### config.mk
export PLATFORM = sky130hd
export DESIGN_NAME = dmem_arbiter
export DESIGN_NICKNAME = d
export VERILOG_FILES = /design/src/rtl/dmem_arbiter.sv
export SDC_FILE = /design/constraint.sdc
export NUM_CORES = 1
export LEC_CHECK = 0
export CORE_AREA = 2 2 99 101
export CTS_CLUSTER_SIZE = 20
export DETAILED_ROUTE_END_ITERATION = 8
export DIE_AREA = 0 0 101 103
export PLACE_DENSITY = 0.69
export SYNTH_ARGS = -nofsm -noshare
export SYNTH_HDL_FRONTEND = slang
export SYNTH_SLANG_ARGS = --single-unit
### constraint.sdc
create_clock -name clk -period 3.1 [get_ports clk]
set_clock_uncertainty 0.15 [all_clocks]
set_input_delay 0.62 -clock clk [delete_from_list [all_inputs] [get_ports clk]]
set_output_delay 0.62 -clock clk [all_outputs]
set_load 0.05 [all_outputs]
### src/rtl/dmem_arbiter.sv
// dmem_arbiter
//   Shares one synchronous-read data RAM between the core load/store port (A)
//   and a loader/debug port (B). Each access is an issue cycle followed by a
//   data cycle, so the RAM sees at most one access every two cycles. Ties are
//   broken round-robin. Define DMEM_ARB_FIXED_PRIO_EN to make A always win
//   ties instead; B is then served only when a_req is low and can starve.
//
// Ports
//   clk, rst            clock, synchronous active-high reset
//   a_req/a_wren/a_addr/a_wdata  core request (held for the whole instruction)
//   a_rdata, a_stall    core read data (valid in A data cycle), core freeze
//   b_valid/b_wren/b_addr/b_wdata, b_ready   B valid/ready request
//   b_rvalid, b_rdata   B read-data pulse, one cycle after b_ready (reads only)
//   mem_*               RAM strobe, byte enables, address, write/read data
//   stall_cycles        saturating count of cycles with a_stall high
module dmem_arbiter #(
  parameter int ADDR_WIDTH = 10,
  parameter int CNT_WIDTH  = 16
) (
  input  logic                  clk,
  input  logic                  rst,
  input  logic                  a_req,
  input  logic [3:0]            a_wren,
  input  logic [ADDR_WIDTH-1:0] a_addr,
  input  logic [31:0]           a_wdata,
  output logic [31:0]           a_rdata,
  output logic                  a_stall,
  input  logic                  b_valid,
  output logic                  b_ready,
  input  logic [3:0]            b_wren,
  input  logic [ADDR_WIDTH-1:0] b_addr,
  input  logic [31:0]           b_wdata,
  output logic                  b_rvalid,
  output logic [31:0]           b_rdata,
  output logic                  mem_en,
  output logic [3:0]            mem_wren,
  output logic [ADDR_WIDTH-1:0] mem_addr,
  output logic [31:0]           mem_wdata,
  input  logic [31:0]           mem_rdata,
  output logic [CNT_WIDTH-1:0]  stall_cycles
);

  typedef enum logic [1:0] {IDLE = 2'd0, A_DATA = 2'd1, B_DATA = 2'd2} state_e;

  state_e               state_q, state_d;
  logic                 b_rd_q, b_rd_d;     // accepted B access was a read
  logic [CNT_WIDTH-1:0] stall_q, stall_d;
  logic                 grant_a, grant_b;
`ifndef DMEM_ARB_FIXED_PRIO_EN
  logic                 last_b_q, last_b_d; // 1: B won the last grant
`endif

  // Arbitration: only IDLE issues. Gated by rst so nothing reaches the RAM
  // while reset is held.
  always_comb begin
    grant_a = 1'b0;
    grant_b = 1'b0;
    if (!rst && state_q == IDLE) begin
`ifdef DMEM_ARB_FIXED_PRIO_EN
      grant_a = a_req;
`else
      grant_a = a_req && (!b_valid || last_b_q);
`endif
      grant_b = b_valid && !grant_a;
    end
  end

  // State register
  always_ff @(posedge clk) begin
    if (rst) begin
      state_q  <= IDLE;
      b_rd_q   <= 1'b0;
      stall_q  <= '0;
`ifndef DMEM_ARB_FIXED_PRIO_EN
      last_b_q <= 1'b1;   // A wins the first tie
`endif
    end else begin
      state_q  <= state_d;
      b_rd_q   <= b_rd_d;
      stall_q  <= stall_d;
`ifndef DMEM_ARB_FIXED_PRIO_EN
      last_b_q <= last_b_d;
`endif
    end
  end

  // Next-state logic
  always_comb begin
    state_d  = state_q;
    b_rd_d   = b_rd_q;
`ifndef DMEM_ARB_FIXED_PRIO_EN
    last_b_d = last_b_q;
`endif
    unique case (state_q)
      IDLE: begin
        if (grant_a) begin
          state_d = A_DATA;
`ifndef DMEM_ARB_FIXED_PRIO_EN
          last_b_d = 1'b0;
`endif
        end else if (grant_b) begin
          state_d = B_DATA;
          b_rd_d  = (b_wren == 4'b0000);
`ifndef DMEM_ARB_FIXED_PRIO_EN
          last_b_d = 1'b1;
`endif
        end
      end
      // Data cycles always return to IDLE: A is never re-granted back to back.
      A_DATA:  state_d = IDLE;
      B_DATA:  state_d = IDLE;
      default: state_d = IDLE;
    endcase
    stall_d = (a_stall && !(&stall_q)) ? stall_q + CNT_WIDTH'(1) : stall_q;
  end

  // Outputs
  always_comb begin
    mem_en    = grant_a | grant_b;
    mem_wren  = 4'b0000;
    mem_addr  = '0;
    mem_wdata = '0;
    if (grant_a) begin
      mem_wren  = a_wren;
      mem_addr  = a_addr;
      mem_wdata = a_wdata;
    end else if (grant_b) begin
      mem_wren  = b_wren;
      mem_addr  = b_addr;
      mem_wdata = b_wdata;
    end
    b_ready      = grant_b;
    a_stall      = !rst && a_req && (state_q != A_DATA);
    b_rvalid     = !rst && (state_q == B_DATA) && b_rd_q;
    a_rdata      = mem_rdata;
    b_rdata      = mem_rdata;
    stall_cycles = stall_q;
  end

endmodule

# == Word-level counts from Yosys, hierarchy flattened ==
# Index checks and enable logic that the tools add are counted.
# op_classes
add_sub_neg,1
n_reduce_logical,21
muxes,12
n_bitwise,3
n_eq_ne,2
# ops
op,n
two-way mux 32 bit,2
two-way mux 10 bit,2
"adder 16 x 1 -> 16 bit, second input constant",1
AND reduction 16 bit,1
logical AND 1 bit,8
two-way mux 4 bit,2
two-way mux 1 bit,6
zero test 1 bit,4
zero test 4 bit,1
AND reduction 3 bit,1
OR reduction 3 bit,1
"== test 2 bit, second input constant",1
zero test 2 bit,1
"!= test 2 x 1 -> 1 bit, second input constant",1
NOT 1 bit,2
AND reduction 2 bit,1
nonzero test 2 bit,1
OR reduction 2 bit,1
logical OR 1 bit,1
bitwise OR 1 bit,1
# totals
inputBits,128
reg_bits,20
word_cells,44
output_inout_bits,130

# == Longest topological paths before layout ==
# Gate-level depths: netlist of the first run.
# depth
word_depth,8
ltp_mapped,7
ltp_nobuf,5

# == Worst setup path before layout of the first run ==
# No wires, ideal clock.
# synth_path
path_kind,input -> output
from,input port rst
to,output port mem_addr[4]
stages,5
arrival_time_ps,2300
n_path_buf,2
slack_ps,30
required_time_ps,2330
cell_sequence,nor3_1 -> and3_1 -> clkbuf_1 -> clkbuf_1 -> a22o_1
# synth_via
elab_chain_len,5
elab_cells_between_ends,6
cone_classes,mux: 4; reduce/logical: 2
# synth_lines
item,line,text
start: declaration,21,"input logic rst,"
zero test 1 bit,58,if (!rst && state_q == IDLE) begin
logical AND 1 bit,58,
two-way mux 1 bit,58,
named net b_ready,29,"output logic b_ready,"
two-way mux 10 bit,127,end else if (grant_b) begin
two-way mux 10 bit,123,if (grant_a) begin
end: declaration,37,"output logic [ADDR_WIDTH-1:0] mem_addr,"
# The timed path passes the listed nets, and every way through them passes these cells.

# == Worst setup path in the final report of the first run ==
# layout_path
from,input port rst
to,output port mem_addr[8]
# layout_via
elab_chain_len,5
elab_cells_between_ends,6
cone_classes,mux: 4; reduce/logical: 2
# layout_lines
item,line
zero test 1 bit (*),58
logical AND 1 bit (*),58
two-way mux 1 bit,58
two-way mux 10 bit,127
two-way mux 10 bit (*),123
# Every way passes the cells marked *; elsewhere a longest branch is shown, timed or not.

==> results_dict.tcl, run 1 <==
set metrics [dict create \
    status "completed" \
    clock_sinks 20 \
    cts_max_path_buffers 2 \
    grt_max_degree 40 \
    clock.fmax_mhz 337 \
    insertion_delay_ns 0.27 \
    numCtsBuffers 3 \
    p_seq_share_pct 23.6 \
    die_h_um 103 \
    synth_cell_types 29 \
    clk_pin_slew_ns 0.07 \
    syn-num-nets 365 \
    reg2reg_slack_ns 0.73 \
    cts_tree "done" \
    ys_seq_area_share_pct 20.8 \
    tns_ns 0 \
    rr_worst_depth 5 \
    intPower_w 0.000753 \
    place_area_sq_mm 0.00370 \
    yosysWarnings 0 \
    vias_per_cell 4.76 \
    syn_inst 236 \
    finalCritPeriodShare_pct 95.7 \
    synth_top_area_share_pct 25.0 \
    yosysTopAreaCell "buf_4" \
    p_sw_w 0.000377 \
    cts.repair.resized 0 \
    slew_violations 0 \
    crit_required_ns 2.33 \
    area_delta_synth_final_pct 96.4 \
    dr_wl_met2_mm 3.34 \
    final_area_sq_mm 0.00377 \
    critPathLaunch "rst" \
    total_leakage_power_nw 1.45 \
    ant_nets 0 \
    grt_pass1_wl_mm 9.58 \
    comb_power_share_pct 52.8 \
    worstPathArrival_ns 2.20 \
    final_core_util_pct 39.9 \
    antenna_cells 0 \
    h-tree-depth 1 \
    period_needed_ns 2.97 \
    ios 258 \
    switching_share_pct 33.3 \
    place.gp.congestion 0.781 \
    p_per_area_mw_per_mm2 299 \
    synthFlopType "dfxtp_1" \
    hp-class "register to register" \
    ys_ff_latch 20 \
    cp-endpoint "mem_addr[8]" \
    synthTopCellsByCount "64 x buf_4, 46 x a22o_1, 20 x dfxtp_1" \
    cts-root-buf "clkbuf_8" \
    dr.pass1.iters 6 \
    routed_wl_mm 6.87 \
    syn_area_sq_mm 0.00192 \
    finalHoldViolations 0 \
    post_cts_buffers 0 \
    fp.dieArea_sq_mm 0.0104 \
    syn_area_per_cell_sq_um 8.14 \
    async_reset_ff_share_pct 0 \
    wl_met1_mm 2.73 \
    route.detailed.drc 0 \
    worstSetupPathType "input port to primary output" \
    dr_wl_met3_um 661 \
    final_nets 456 \
    p_total_w 0.00113 \
    startpoint_type "input port" \
    via_count 2096 \
    synth_edf_count 0 \
    synth.top_cells.by_area "buf_4 25%, a22o_1 21%, dfxtp_1 21%, clkbuf_1 2.7%, mux2i_1 2.6%" \
    cp_max_fo 37 \
    slew_headroom_pct 66.6 \
    core_area_sq_mm 0.00946 \
    fp-row-count 36 \
    wl_per_cell_um 15.6 \
    worst_pin_slew_ns 0.499 \
    die_width_um 101 \
    rsz0062_at_grt "no" \
    first_global_vias 1890 \
    initial_utilization_pct 20.3 \
    clkPwrFrac_pct 23.6 \
    cap_violations 0 \
    reg2reg_to "stall_cycles[10]$_SDFFE_PP0P_" \
    r2r-start "stall_cycles[0]$_SDFFE_PP0P_" \
    setup_viol 0 \
    hold_buffers 0 \
    grt-ovfl-total 0 \
    endpoint_kind "primary output" \
    grt.total_usage_pct 11.6 \
    hpwlAfterDp_mm 5.75 \
    vdd_ir_drop_max_v 0.000179 \
    yosysMostFrequentCell "buf_4" \
    drive_above_1_share_pct 20.6 \
    place.port_buffers 161 \
    dr.max_layer_used "met5" \
    antenna_found_initial 1 \
    drt_first_iter_violations 65 \
]
[routing by layer]
metal	vias to the layer above	global-route usage, %
met1	947	14.4
met2	130	18.2
met5	-	0
li1	1003	-
met3	14	4.75
met4	2	3.85
[cells in the final DEF (no fill, tap or decap), drive strengths merged, types with 3 or more instances in the layout]
master / Yosys / final
clkdlybuf4s50: 0 / 111
a22o: 46 / 46
nand3: 6 / 6
o21ai: 3 / 3
o41ai: 4 / 4
inv: 4 / 4
or3: 3 / 3
nor3: 3 / 3
buf: 67 / 56
nor4: 3 / 3
nand2: 11 / 11
nor2b: 3 / 3
a21oi: 5 / 5
o31ai: 3 / 3
o311ai: 5 / 5
or4: 5 / 5
clkbuf: 14 / 3
dfxtp: 20 / 20
mux2i: 5 / 5
nor2: 5 / 5
nand4: 5 / 5
and3: 6 / 6
[through the flow]
| stage | setup slack (ns) | cells | hold slack (ns) |
|---|---|---|---|
| floorplan | 0.0297 | 236 | 0.310 |
| global placement | 0.154 | 436 | 0.329 |
| detailed placement | 0.182 | 436 | 0.337 |
| CTS | 0.171 | 440 | 0.353 |
| global route | 0.0692 | 440 | 0.378 |
| finish | 0.132 | 440 | 0.353 |
[cells by family after synthesis]
kind of cell / share of synthesized area [%]
flops: 20.8
simple gates: 17.1
compound gates: 28.3
fa+ha+maj: 0.651
buf+inv: 29.3
mux: 3.78
[worst max-delay path, stage by stage]
cell             delay [ns]
clkdlybuf4s50_1        0.44
nor3_1                 0.24
and3_2                 0.28
buf_12                 0.20
a22o_1                 0.25
buf_12                 0.16
[area by class of cell]
cell class	count	area [sq um]
well taps	114	143
inverters	4	15.0
repair buffers	167	2180
multi-input cells	131	961
clock buffers	3	41.3
fillers	918	5690
clock inverters	1	30.0
flip-flops and latches	20	400
[worst min path at each step]
| stage | cells past startpoint | slack (ns) | end | startpoint |
|---|---|---|---|---|
| final | 1 | 0.35 | stall_cycles[7]$_SDFFE_PP0P_ | stall_cycles[7]$_SDFFE_PP0P_ |
| after global routing | 1 | 0.38 | stall_cycles[7]$_SDFFE_PP0P_ | stall_cycles[7]$_SDFFE_PP0P_ |
| after CTS | 2 | 0.35 | last_b_q$_SDFFE_PP1P_ | last_b_q$_SDFFE_PP1P_ |
| after detailed placement | 2 | 0.34 | last_b_q$_SDFFE_PP1P_ | last_b_q$_SDFFE_PP1P_ |
| after global placement | 1 | 0.33 | stall_cycles[7]$_SDFFE_PP0P_ | stall_cycles[7]$_SDFFE_PP0P_ |
| after floorplan | 2 | 0.31 | b_rd_q$_SDFFE_PP0P_ | b_rd_q$_SDFFE_PP0P_ |
[state kept, by name, summed over array words and instances, names as in the netlist]
| name | count |
|---|---|
| stall_cycles | 16 |
| state_q | 2 |
| last_b_q | 1 |
| b_rd_q | 1 |
[power by group through the flow]
stage / combinational (W) / clock [W] / sequential, W
floorplan: 0.000461 / 0 / 0.000278
global placement: 0.000598 / 0 / 0.000272
detailed placement: 0.000601 / 0 / 0.000272
CTS: 0.000602 / 0.000274 / 0.000266
global route: 0.000620 / 0.000286 / 0.000267
finish: 0.000597 / 0.000266 / 0.000266
No activity file was read; power rests on OpenSTA's default activity.
==> run 2: changes to the inputs <==
--- a/config.mk
+++ b/config.mk
@@ -10,6 +10,7 @@
 export DETAILED_ROUTE_END_ITERATION = 8
 export DIE_AREA = 0 0 101 103
 export PLACE_DENSITY = 0.69
+export SKIP_LAST_GASP = 1
 export SYNTH_ARGS = -nofsm -noshare
 export SYNTH_HDL_FRONTEND = slang
 export SYNTH_SLANG_ARGS = --single-unit
==> results of run 2 <==
No change in the layout: final DEF, timing and power equal those of run 1.
